<file path="src/rtl/hotspot_locate_if.sv">
`default_nettype none
// ============================================================================
// Module      : hotspot_locate_if
// Description : Energy-sample stream plus hotspot overlay coordinate bus.
// Revision    : 1.0 - initial release
// ============================================================================
interface hotspot_locate_if #(
    parameter int DW = 16
);
    logic                 in_valid;
    logic                 in_ready;
    logic                 in_sof;
    logic [DW-1:0]        in_data;
    logic                 ena;
    logic signed [31:0]   pix_x;
    logic signed [31:0]   pix_y;

    // master: sample source and overlay consumer; slave: the locator itself
    modport master (
        output in_valid, in_sof, in_data,
        input  in_ready, ena, pix_x, pix_y
    );

    modport slave (
        input  in_valid, in_sof, in_data,
        output in_ready, ena, pix_x, pix_y
    );
endinterface
`default_nettype wire

</file>
<file path="src/rtl/hotspot_locate.sv">
`default_nettype none
// ============================================================================
// Module      : hotspot_locate
// Description : Tracks the per-frame energy peak and emits a smoothed pixel
//               hotspot coordinate for the overlay renderer.
// Revision    : 1.0 - initial release
// ============================================================================
module hotspot_locate #(
    parameter int DW           = 16,
    parameter int GRID_W       = 48,
    parameter int GRID_H       = 34,
    parameter int X_SCALE      = 10,
    parameter int Y_SCALE      = 8,
    parameter int X_OFFSET     = 5,
    parameter int Y_OFFSET     = 4,
    parameter int THRESH       = 256,
    parameter int SMOOTH_SHIFT = 2
) (
    input  wire logic           clk_pix,
    input  wire logic           rst,
    hotspot_locate_if.slave     bus,
    output logic [DW-1:0]       peak_val,
    output logic                frame_err
);

    localparam int c_COL_W = (GRID_W > 1) ? $clog2(GRID_W) : 1;
    localparam int c_ROW_W = (GRID_H > 1) ? $clog2(GRID_H) : 1;

    localparam logic [c_COL_W-1:0] c_COL_LAST = c_COL_W'(GRID_W - 1);
    localparam logic [c_ROW_W-1:0] c_ROW_LAST = c_ROW_W'(GRID_H - 1);
    localparam logic [c_COL_W-1:0] c_COL_ONE  = c_COL_W'(1);
    localparam logic [DW-1:0]      c_THRESH   = DW'(THRESH);

    localparam logic [1:0] c_ST_IDLE  = 2'd0;
    localparam logic [1:0] c_ST_ACCUM = 2'd1;
    localparam logic [1:0] c_ST_CALC  = 2'd2;
    localparam logic [1:0] c_ST_OUT   = 2'd3;

    logic [1:0]          r_state;
    logic [c_COL_W-1:0]  r_col;
    logic [c_ROW_W-1:0]  r_row;
    logic [c_COL_W-1:0]  r_max_col;
    logic [c_ROW_W-1:0]  r_max_row;
    logic [DW-1:0]       r_max;
    logic [DW-1:0]       r_peak;
    logic signed [31:0]  r_tgt_x;
    logic signed [31:0]  r_tgt_y;
    logic signed [31:0]  r_pix_x;
    logic signed [31:0]  r_pix_y;
    logic                r_first_hit;
    logic                r_ena;
    logic                r_frame_err;

    logic                w_ready;
    logic                w_xfer;
    logic                w_sof_xfer;
    logic                w_data_xfer;
    logic                w_col_end;
    logic                w_last;
    logic                w_take;
    logic signed [31:0]  w_tgt_x;
    logic signed [31:0]  w_tgt_y;
    logic signed [31:0]  w_dx;
    logic signed [31:0]  w_dy;
    logic signed [31:0]  w_step_x;
    logic signed [31:0]  w_step_y;

    assign w_ready     = (r_state == c_ST_IDLE) || (r_state == c_ST_ACCUM);
    assign w_xfer      = bus.in_valid && w_ready;
    assign w_sof_xfer  = w_xfer && bus.in_sof;
    assign w_data_xfer = w_xfer && !bus.in_sof && (r_state == c_ST_ACCUM);
    assign w_col_end   = (r_col == c_COL_LAST);
    assign w_last      = w_col_end && (r_row == c_ROW_LAST);
    // strict compare keeps the earliest raster position on ties
    assign w_take      = bus.in_data > r_max;

    assign w_tgt_x  = $signed(32'(r_max_col)) * 32'(X_SCALE) + 32'(X_OFFSET);
    assign w_tgt_y  = $signed(32'(r_max_row)) * 32'(Y_SCALE) + 32'(Y_OFFSET);
    assign w_dx     = r_tgt_x - r_pix_x;
    assign w_dy     = r_tgt_y - r_pix_y;
    assign w_step_x = w_dx >>> SMOOTH_SHIFT;
    assign w_step_y = w_dy >>> SMOOTH_SHIFT;

    // Frame sequencing and raster position
    always_ff @(posedge clk_pix) begin
        if (rst) begin
            r_state     <= c_ST_IDLE;
            r_col       <= '0;
            r_row       <= '0;
            r_frame_err <= 1'b0;
        end else begin
            r_frame_err <= 1'b0;
            case (r_state)
                c_ST_IDLE: begin
                    if (w_sof_xfer) begin
                        r_col   <= c_COL_ONE;
                        r_row   <= '0;
                        r_state <= c_ST_ACCUM;
                    end
                end
                c_ST_ACCUM: begin
                    if (w_sof_xfer) begin
                        // premature start of frame: drop the partial frame and restart
                        r_frame_err <= 1'b1;
                        r_col       <= c_COL_ONE;
                        r_row       <= '0;
                    end else if (w_data_xfer) begin
                        if (w_last) begin
                            r_state <= c_ST_CALC;
                        end else if (w_col_end) begin
                            r_col <= '0;
                            r_row <= r_row + 1'b1;
                        end else begin
                            r_col <= r_col + 1'b1;
                        end
                    end
                end
                c_ST_CALC: begin
                    r_state <= (r_max >= c_THRESH) ? c_ST_OUT : c_ST_IDLE;
                end
                c_ST_OUT: begin
                    r_state <= c_ST_IDLE;
                end
                default: begin
                    r_state <= c_ST_IDLE;
                end
            endcase
        end
    end

    // Running maximum and its grid position
    always_ff @(posedge clk_pix) begin
        if (rst) begin
            r_max     <= '0;
            r_max_col <= '0;
            r_max_row <= '0;
        end else if (w_sof_xfer) begin
            r_max     <= bus.in_data;
            r_max_col <= '0;
            r_max_row <= '0;
        end else if (w_data_xfer && w_take) begin
            r_max     <= bus.in_data;
            r_max_col <= r_col;
            r_max_row <= r_row;
        end
    end

    // Pixel-space target, smoothing and output registers
    always_ff @(posedge clk_pix) begin
        if (rst) begin
            r_tgt_x     <= '0;
            r_tgt_y     <= '0;
            r_pix_x     <= '0;
            r_pix_y     <= '0;
            r_peak      <= '0;
            r_first_hit <= 1'b0;
            r_ena       <= 1'b0;
        end else begin
            r_ena <= 1'b0;
            if (r_state == c_ST_CALC) begin
                r_tgt_x <= w_tgt_x;
                r_tgt_y <= w_tgt_y;
            end
            if (r_state == c_ST_OUT) begin
                if (!r_first_hit) begin
                    r_pix_x     <= r_tgt_x;
                    r_pix_y     <= r_tgt_y;
                    r_first_hit <= 1'b1;
                end else begin
                    r_pix_x <= r_pix_x + w_step_x;
                    r_pix_y <= r_pix_y + w_step_y;
                end
                r_peak <= r_max;
                r_ena  <= 1'b1;
            end
        end
    end

    assign bus.in_ready = w_ready;
    assign bus.ena      = r_ena;
    assign bus.pix_x    = r_pix_x;
    assign bus.pix_y    = r_pix_y;
    assign peak_val     = r_peak;
    assign frame_err    = r_frame_err;

endmodule
`default_nettype wire
</file>
<file path="src/flat_wrapper.sv">
// flat-port wrapper written by rule: the top's interface ports become plain ports
module hotspot_locate_flat 
#(
    parameter int DW           = 16,
    parameter int GRID_W       = 48,
    parameter int GRID_H       = 34,
    parameter int X_SCALE      = 10,
    parameter int Y_SCALE      = 8,
    parameter int X_OFFSET     = 5,
    parameter int Y_OFFSET     = 4,
    parameter int THRESH       = 256,
    parameter int SMOOTH_SHIFT = 2
)
  (clk_pix, rst, peak_val, frame_err, bus_in_valid, bus_in_sof, bus_in_data, bus_in_ready, bus_ena, bus_pix_x, bus_pix_y);
  hotspot_locate_if #(.DW(DW)) bus_i ();
  input  wire logic clk_pix;
  input  wire logic rst;
  output logic [DW-1:0] peak_val;
  output logic frame_err;
  input wire logic [$bits(bus_i.in_valid)-1:0] bus_in_valid;
  input wire logic [$bits(bus_i.in_sof)-1:0] bus_in_sof;
  input wire logic [$bits(bus_i.in_data)-1:0] bus_in_data;
  output wire logic [$bits(bus_i.in_ready)-1:0] bus_in_ready;
  output wire logic [$bits(bus_i.ena)-1:0] bus_ena;
  output wire logic [$bits(bus_i.pix_x)-1:0] bus_pix_x;
  output wire logic [$bits(bus_i.pix_y)-1:0] bus_pix_y;
  assign bus_i.in_valid = bus_in_valid;
  assign bus_i.in_sof = bus_in_sof;
  assign bus_i.in_data = bus_in_data;
  assign bus_in_ready = bus_i.in_ready;
  assign bus_ena = bus_i.ena;
  assign bus_pix_x = bus_i.pix_x;
  assign bus_pix_y = bus_i.pix_y;
  hotspot_locate #(.DW(DW), .GRID_W(GRID_W), .GRID_H(GRID_H), .X_SCALE(X_SCALE), .Y_SCALE(Y_SCALE), .X_OFFSET(X_OFFSET), .Y_OFFSET(Y_OFFSET), .THRESH(THRESH), .SMOOTH_SHIFT(SMOOTH_SHIFT)) u_core (.clk_pix(clk_pix), .rst(rst), .bus(bus_i), .peak_val(peak_val), .frame_err(frame_err));
endmodule
</file>
<file path="config.mk">
export PLATFORM = sky130hd
export DESIGN_NAME = hotspot_locate_flat
export DESIGN_NICKNAME = d
export VERILOG_FILES = /design/src/rtl/hotspot_locate_if.sv /design/src/rtl/hotspot_locate.sv /design/src/flat_wrapper.sv
export SDC_FILE = /design/constraint.sdc
export NUM_CORES = 1
export LEC_CHECK = 0
export CORE_ASPECT_RATIO = 0.7
export CORE_MARGIN = 2
export CORE_UTILIZATION = 36
export DETAILED_ROUTE_END_ITERATION = 8
export SLEW_MARGIN = 40
export SYNTH_ARGS = -nofsm -noshare
export SYNTH_HDL_FRONTEND = slang
export SYNTH_SLANG_ARGS = --single-unit
</file>
<file path="constraint.sdc">
create_clock -name clk_pix -period 4.94 [get_ports clk_pix]
set_input_delay 0.988 -clock clk_pix [delete_from_list [all_inputs] [get_ports clk_pix]]
set_output_delay 0.988 -clock clk_pix [all_outputs]
set_load 0.02 [all_outputs]
</file>
Word level (Yosys, flattened, before mapping)
Cells that the tools add are included.
{"block": "word_totals", "input_bits": 20, "output_inout_bits": 83, "elab_cells": 78, "regBits": 189}
{"block": "classes", "n_mul": 1, "muxes": 24, "n_eq_ne": 12, "order_cmp": 2, "n_reduce_logical": 16, "bitwise_logic": 1, "n_addsub": 8}
{"op": "32-bit by 30-bit adder with 32-bit output", "n": 2}
{"op": "32-bit 2-to-1 mux", "n": 2}
{"op": "32-bit subtractor", "n": 2}
{"op": "6-bit 2-to-1 mux", "n": 10}
{"op": "32-bit by 4-bit adder with 32-bit output, second input constant", "n": 1}
{"op": "16-bit 2-to-1 mux", "n": 2}
{"op": "6-bit one-hot mux with 2 select lines", "n": 2}
{"op": "16-bit by 9-bit greater-or-equal comparator with 1-bit output, second input constant", "n": 1}
{"op": "16-bit greater-than comparator", "n": 1}
{"op": "6-bit by 1-bit adder with 6-bit output, second input constant", "n": 2}
{"op": "6-bit == test, second input constant", "n": 2}
{"op": "9-bit by 3-bit adder with 10-bit output, second input constant", "n": 1}
{"op": "2-bit 2-to-1 mux", "n": 5}
{"op": "6-bit by 3-bit multiplier with 9-bit output, second input constant", "n": 1}
{"op": "2-bit one-hot mux with 4 select lines", "n": 1}
{"op": "4-bit AND reduction", "n": 2}
{"op": "1-bit logical AND", "n": 6}
{"op": "2-bit by 1-bit inequality test with 1-bit output, second input constant", "n": 3}
{"op": "3-bit by 1-bit inequality test with 1-bit output, second input constant", "n": 2}
{"op": "5-bit AND reduction", "n": 1}
{"op": "2-bit == test, second input constant", "n": 2}
{"op": "2-bit nonzero test", "n": 2}
{"op": "2-bit OR reduction", "n": 2}
{"op": "3-bit by 2-bit inequality test with 1-bit output, second input constant", "n": 1}
{"op": "other kinds (7)", "n": 8}

Depth between registers and ports, before layout
Gate-level depths: netlist of run 1.
{"block": "depth", "word_depth": 8, "mapped_depth": 23, "ltp_nobuf": 22}

Worst setup path after synthesis of run 1
OpenSTA, ideal clock, no wires.
{"block": "synth_timing", "path_type": "reg-to-reg", "startpoint": "register u_core.r_pix_x[1], in the netlist u_core.bus.pix_x[1]", "endpoint": "register u_core.r_pix_x[31], in the netlist u_core.bus.pix_x[31]", "path_buffers": 1, "synth_period_minus_slack_ps": 4943, "t_arrival_ps": 4827, "stages_incl_launch_ff": 22, "required_ps": 4823, "setup_time_ps": 117, "slack_ps": -3, "path_cell_list": "dfxtp_1 inv_1 ha_1 a21o_2 a21oi_2 a2bb2oi_1 a211o_1 a2111oi_4 nand4b_1 or3_1 clkbuf_1 xor2_1 ha_1 a21o_1 a21oi_1 nand3_1 o21ai_0 a311oi_1 a2111oi_1 a22oi_1 xnor2_1 a22o_1"}
{"block": "synth_via", "elab_chain_cells": 3}
{"item": "from (decl)", "line_no": "hotspot_locate.sv:48", "source": "logic signed [31:0] r_pix_x;"}
{"item": "from (signal assigned)", "line_no": "hotspot_locate.sv:166", "source": "r_pix_x <= r_tgt_x;"}
{"item": "from (signal assigned)", "line_no": "hotspot_locate.sv:170", "source": "r_pix_x <= r_pix_x + w_step_x;"}
{"item": "32-bit subtractor", "line_no": "hotspot_locate.sv:79", "source": "assign w_dx = r_tgt_x - r_pix_x;"}
{"item": "32-bit by 30-bit adder with 32-bit output (*)", "line_no": "hotspot_locate.sv:170"}
{"item": "32-bit 2-to-1 mux (*)", "line_no": "hotspot_locate.sv:165", "source": "if (!r_first_hit) begin"}
Mark *: on every way between the ends. The rest lies on a longest branch, timed or not.
A chain may end at the register's enable or synchronous reset.

Worst setup path in the final report of run 1
{"block": "layout_timing", "startpoint": "register u_core.r_pix_y[2], in the netlist u_core.bus.pix_y[2]", "endpoint": "register u_core.r_pix_y[23], in the netlist u_core.bus.pix_y[23]"}
{"block": "layout_via", "elab_chain_cells": 3}
{"item": "from (decl)", "line_no": "hotspot_locate.sv:49", "source": "logic signed [31:0] r_pix_y;"}
{"item": "from (signal assigned)", "line_no": "hotspot_locate.sv:167", "source": "r_pix_y <= r_tgt_y;"}
{"item": "from (signal assigned)", "line_no": "hotspot_locate.sv:171", "source": "r_pix_y <= r_pix_y + w_step_y;"}
{"item": "32-bit subtractor", "line_no": "hotspot_locate.sv:80", "source": "assign w_dy = r_tgt_y - r_pix_y;"}
{"item": "32-bit by 30-bit adder with 32-bit output (*)", "line_no": "hotspot_locate.sv:171"}
{"item": "32-bit 2-to-1 mux (*)", "line_no": "hotspot_locate.sv:165"}
Marks and branches as above.

==> metrics.yaml, run 1 <==
p_clk_share_pct: 49.7
crit_required_ns: 5.26
vdd_drop_max_uv: 212
cts.clk_slew.worst_paths_ns: 0.06
clk_path_buf_depth: 2
root_buffer: "clkbuf_16"
run_status: "complete, no violations"
p_int_mw: 1.91
track_usage_pct: 18.1
place.gp.congestion: 0.842
htree_levels: 4
fmax_mhz: 213
drc: 0
grt-ovfl-total: 0
fin_crit_ns: 4.69
cp-end-kind: "flip-flop"
cts_tree: "built"
final.fill_count: 2726
critPathArrivalTime_ns: 5.00
dr.first_iter.drc_count: 564
area.growth.synth_to_final_pct: 24.0
cts_sinks: 142
grt_max_degree: 61
synth_top_cell_area_share_pct: 28.2
pwr-share-comb_pct: 4.0
async_flop_share_pct: 0
dr_total_vias: 9211
final_max_slew_viol_count: 0
ys.flop_type: "dfxtp_1"
p_switching_uw: 599
yosysMostFrequentCell: "dfxtp_1"
ys_types: 66
pre_cts_ws_ns: -0.0396
vias_per_cell: 5.20
start_util_pct: 36.4
grt_pass1_wl_microns: 43000
die_h_microns: 144
crit_fanout: 6
port_buffers: 102
ys_warn_count: 0
post_route_cells_drive_above_1_share_pct: 8.51
path_delay_family: "simple AND/OR/NAND/NOR gates"
syn-num-nets: 1392
core_region_area_sq_um: 27600
clkLatencyLatePin_ns: 0.42
crit_chain: "inv_1 > ha_1 > nor3b_1 > o21ai_0 > a21boi_1 > o21a_1 > o21ai_1 > a211oi_2 > nand2_1 > or3_4 > nor4_1 > xnor2_1 > ha_1 > a21o_1 > a21oi_1 > o21bai_1 > nor4_1 > nor2_1 > or2_2 > a32o_1"
die_w_microns: 204
pwr-share-seq_pct: 46.3
synth_common_cells: "dfxtp_1 (142), nand2_1 (135), nor2_1 (129)"
critPathSlowestCell: "or3_4"
yosys.area.top_type: "dfxtp_1"
drt_pass1_iterations: 5
timing.final.crit_share_pct: 94.8
post-dp-hpwl_microns: 19700
path_class: "flip-flop to flip-flop"
crit_buf_inv: 1
die-area_sq_um: 29300
max_stage_delay_ns: 0.39
wire_per_inst_microns: 15.3
antennaDiodeCount: 0
worst_pin_slew_ns: 0.756
startpoint_type: "flip-flop"
p_per_area_nw_per_um2: 201
setup_viol: 0
synth_area_leaders: "dfxtp_1 (28%), ha_1 (13%), xnor2_1 (5.8%)"
cts_buffers: 17
synth_edf_count: 0
antenna_found_initial: 0
leakagePower_nw: 5.39
skew_ns: 0.00701
ys_ff_latch: 142
syn_area_per_cell_sq_um: 7.98
synth_cells: 1261
finalPower_mw: 2.51
ant_nets: 0
slew_headroom_pct: 49.5
cap_violations: 0
num_io_pins: 103
setup_slack_ns: 0.255
holdBufCountCts: 0
yosysSeqAreaShare_pct: 28.2
min_path_type: "flip-flop to flip-flop"
hold_viol_final: 0
synth_area_sq_um: 10100
post-route-util_pct: 45.2
layout.nets: 1519
grt_pass1_vias: 8358
sw_frac_of_total_pct: 23.9
wl_microns: 27000
row_count: 51
[per-stage QoR]
stage               std cells  TNS [ns]  area [sq um]  hold WS [ns]
finish                   1770         0         12500         0.453
global route             1770    -0.150         12500         0.481
CTS                      1759         0         12300         0.455
detailed placement       1729   -0.0396         11700         0.446
global placement         1729         0         11700         0.444
floorplan                1261         0         10100         0.432
[cell type report]
cell class / count / area (sq um) / area share [%]
Multi-Input combinational cell: 1015 / 7000 / 56.0
Sequential cell: 142 / 2840 / 22.8
Timing Repair Buffer: 155 / 1420 / 11.3
Tap cell: 371 / 464 / 3.72
Clock buffer: 20 / 457 / 3.66
Inverter: 57 / 214 / 1.71
Clock inverter: 10 / 92.6 / 0.742
[registers in the layout, indices dropped and copies added, names as in the netlist]
name / flops
u_core.frame_err: 1
u_core.bus.pix_x: 32
u_core.r_max_col: 6
u_core.bus.pix_y: 32
u_core.r_tgt_y: 6
u_core.r_max_row: 6
u_core.r_state: 2
u_core.r_max: 16
u_core.r_row: 6
u_core.bus.ena: 1
u_core.peak_val: 16
u_core.r_first_hit: 1
u_core.r_col: 6
u_core.r_tgt_x: 11
[worst paths after layout]
kind	cells after the start	slack, ns	end	start
worst max-delay path	20	0.25	u_core.bus.pix_y[23]	u_core.bus.pix_y[2]
worst min-delay path	2	0.45	u_core.peak_val[0]	u_core.peak_val[0]
worst max register to register	20	0.25	u_core.bus.pix_y[23]	u_core.bus.pix_y[2]
worst min register to register	2	0.45	u_core.peak_val[0]	u_core.peak_val[0]
[logic make-up after synthesis]
family          Yosys count  synth area share, %
fa+ha+maj               111                 14.0
flops                   142                 28.2
simple gates            435                 20.3
buf+inv                 104                 3.88
mux                      27                 2.68
compound gates          326                 20.8
xor+xnor                116                 10.1
[cells in the final DEF (no fill, tap or decap), drive strengths merged, types with 54 or more instances in the layout]
cell and count:
xnor2 67, ha 108, inv 57, nor2 129, dfxtp 142, o21ai 56, a21oi 115, clkdlybuf4s50 101
buf 54, nand2 135
[power by group through the flow]
stage | clock network [mW] | registers, mW | logic [mW]
5_1_grt | 1.32 | 1.16 | 0.113
2_1_floorplan | 0 | 1.18 | 0.0617
3_5_place_dp | 0 | 1.19 | 0.0998
4_1_cts | 1.27 | 1.16 | 0.101
3_3_place_gp | 0 | 1.19 | 0.0983
6_report | 1.25 | 1.16 | 0.0999
[tightest hold or removal path: stages, from the launching register on]
cell	delay [ns]
dfxtp_1	0.31
nand2_1	0.05
a21oi_1	0.05
[per-layer routing]
layer	GRT usage [%]	vias to the layer above	routed length [microns]
met1	27.4	4304	14500
met2	26.5	164	11300
met4	4.11	0	243
li1	-	4723	-
met3	2.95	20	997
met5	0	-	0
[timing repair]
action                     in CTS  in global routing
setup endpoints to repair       1                 16
resized for setup               2                 25
cloned                          0                  0
buffers inserted                0                 11
pin swaps                       0                 14
Power figures use the tool's default switching activity.
==> run 2, diff against run 1 <==
--- a/config.mk
+++ b/config.mk
@@ -9,6 +9,7 @@
 export CORE_MARGIN = 2
 export CORE_UTILIZATION = 36
 export DETAILED_ROUTE_END_ITERATION = 8
+export GPL_ROUTABILITY_DRIVEN = 0
 export SLEW_MARGIN = 40
 export SYNTH_ARGS = -nofsm -noshare
 export SYNTH_HDL_FRONTEND = slang
==> results of run 2 <==
Same layout as run 1: the final DEF is identical, and so are final timing and power.
==> run 3, diff against run 2 <==
--- a/config.mk
+++ b/config.mk
@@ -10,7 +10,7 @@
 export CORE_UTILIZATION = 36
 export DETAILED_ROUTE_END_ITERATION = 8
 export GPL_ROUTABILITY_DRIVEN = 0
-export SLEW_MARGIN = 40
+export SLEW_MARGIN = 10
 export SYNTH_ARGS = -nofsm -noshare
 export SYNTH_HDL_FRONTEND = slang
 export SYNTH_SLANG_ARGS = --single-unit
==> metrics.yaml, run 3 (synthesis gave the netlist of run 1 again) <==
die-area_sq_um: 29300
start_util_pct: 36.4
p_per_area_nw_per_um2: 205
final_cell_mix: "dfxtp_1 (142), nand2_1 (135), nor2_1 (127)"
clk_path_buf_depth: 2
run_status: "complete, no violations"
htree_levels: 4
fin_crit_ns: 4.66
crit_chain: "inv_1 > ha_1 > nor3b_2 > o21ai_0 > a21boi_1 > o21a_1 > o21ai_1 > a211oi_2 > nand2_1 > or3_4 > nor4_1 > xnor2_1 > ha_1 > a21o_1 > a21oi_1 > o21bai_1 > nor4_1 > nor2_1 > or2_2 > a32o_1"
cts.clk_slew.worst_paths_ns: 0.06
post_route_cells_drive_above_1_share_pct: 8.52
cts_buffers: 17
area.growth.synth_to_final_pct: 24.3
crit_required_ns: 5.26
core_region_area_sq_um: 27600
row_count: 51
grt_max_degree: 61
cp-end-kind: "flip-flop"
worstHoldStart: "u_core.peak_val[0]"
final_area_sq_um: 12500
num_io_pins: 103
pre_cts_ws_ns: -0.0455
setup_viol: 0
vias_per_cell: 5.20
vdd_drop_max_uv: 182
root_buffer: "clkbuf_16"
grt_pass1_vias: 8381
track_usage_pct: 18.1
clkLatencyLatePin_ns: 0.43
dr_total_vias: 9189
leakagePower_nw: 5.38
die_h_microns: 144
slew_headroom_pct: 36.9
port_buffers: 102
min_path_type: "flip-flop to flip-flop"
holdWs_ns: 0.453
r2r_cells: 20
layout.nets: 1517
startpoint_type: "flip-flop"
crit_start: "u_core.bus.pix_y[2]"
timing.final.crit_share_pct: 94.4
hold_depth: 2
critPathArrivalTime_ns: 4.98
setup_slack_ns: 0.279
placed_cell_area_sq_um: 11700
cts_tree: "built"
cap_violations: 0
drt_pass1_iterations: 5
fmax_mhz: 215
crit_fanout: 6
final_max_slew_viol_count: 0
cts_sinks: 142
grt_pass1_wl_microns: 43000
post-dp-hpwl_microns: 19600
dr.first_iter.drc_count: 503
r2r-start: "u_core.bus.pix_y[2]"
die_w_microns: 204
antennaDiodeCount: 0
holdBufCountCts: 0
layout_commonest_cell: "dfxtp_1"
worst_pin_slew_ns: 0.944
critPathSlowestCell: "or3_4"
finalPower_mw: 2.57
grt-ovfl-total: 0
drc: 0
path_class: "flip-flop to flip-flop"
wire_per_inst_microns: 15.3
wl_microns: 27000
antenna_found_initial: 0
ant_nets: 0
max_stage_delay_ns: 0.39
hold_viol_final: 0
skew_ns: 0.00471
## run 3: stage by stage
stage / std cells / TNS (ns) / util (%)
after floorplan: 1261 / 0 / -
after global placement: 1729 / 0 / 42.4
after detailed placement: 1729 / -0.0455 / 42.4
after CTS: 1759 / 0 / 44.5
after global routing: 1768 / -0.0772 / 45.3
final: 1768 / 0 / 45.3
## run 3: metal layers
metal  vias up  GRT usage, %  wire, microns
met3        31          3.42           1030
li1       4729             -              -
met4         0          4.11            325
met2       157          26.7          11200
met1      4272          27.0          14400
met5         -             0              0
## run 3: where the power goes
part	leakage [nW]	internal, mW	switching (mW)
Combinational	3.96	0.0403	0.0594
Sequential	1.15	1.15	0.00688
Clock	0.273	0.779	0.532
## run 3: final cells by class
| type | instances | area (sq um) |
|---|---|---|
| Clock buffer | 21 | 470 |
| Tap cell | 371 | 464 |
| Sequential cell | 142 | 2840 |
| Clock inverter | 9 | 113 |
| Fill cell | 2725 | 15100 |
| Timing Repair Buffer | 153 | 1400 |
| Multi-Input combinational cell | 1015 | 7010 |
| Inverter | 57 | 214 |
## run 3: worst max-delay path: cells and delay by family (launching register included)
kind,cells,cell delay [ns]
fa+ha+maj,2,0.59
xor+xnor,1,0.16
compound gates,9,1.62
simple gates,7,1.80
buf+inv,1,0.04
flops,1,0.33
## run 3: repair_timing
action | 4_1_cts | 5_1_grt
pin swaps | 0 | 12
setup endpoints to repair | 1 | 17
resized for setup | 2 | 28
buffers inserted | 0 | 9
## run 3: worst paths after layout
| check | endpoint | slack, ns |
|---|---|---|
| setup / recovery | u_core.bus.pix_y[23] | 0.28 |
| hold / removal | u_core.peak_val[0] | 0.45 |
| setup reg to reg | u_core.bus.pix_y[23] | 0.28 |
| hold reg to reg | u_core.peak_val[0] | 0.45 |
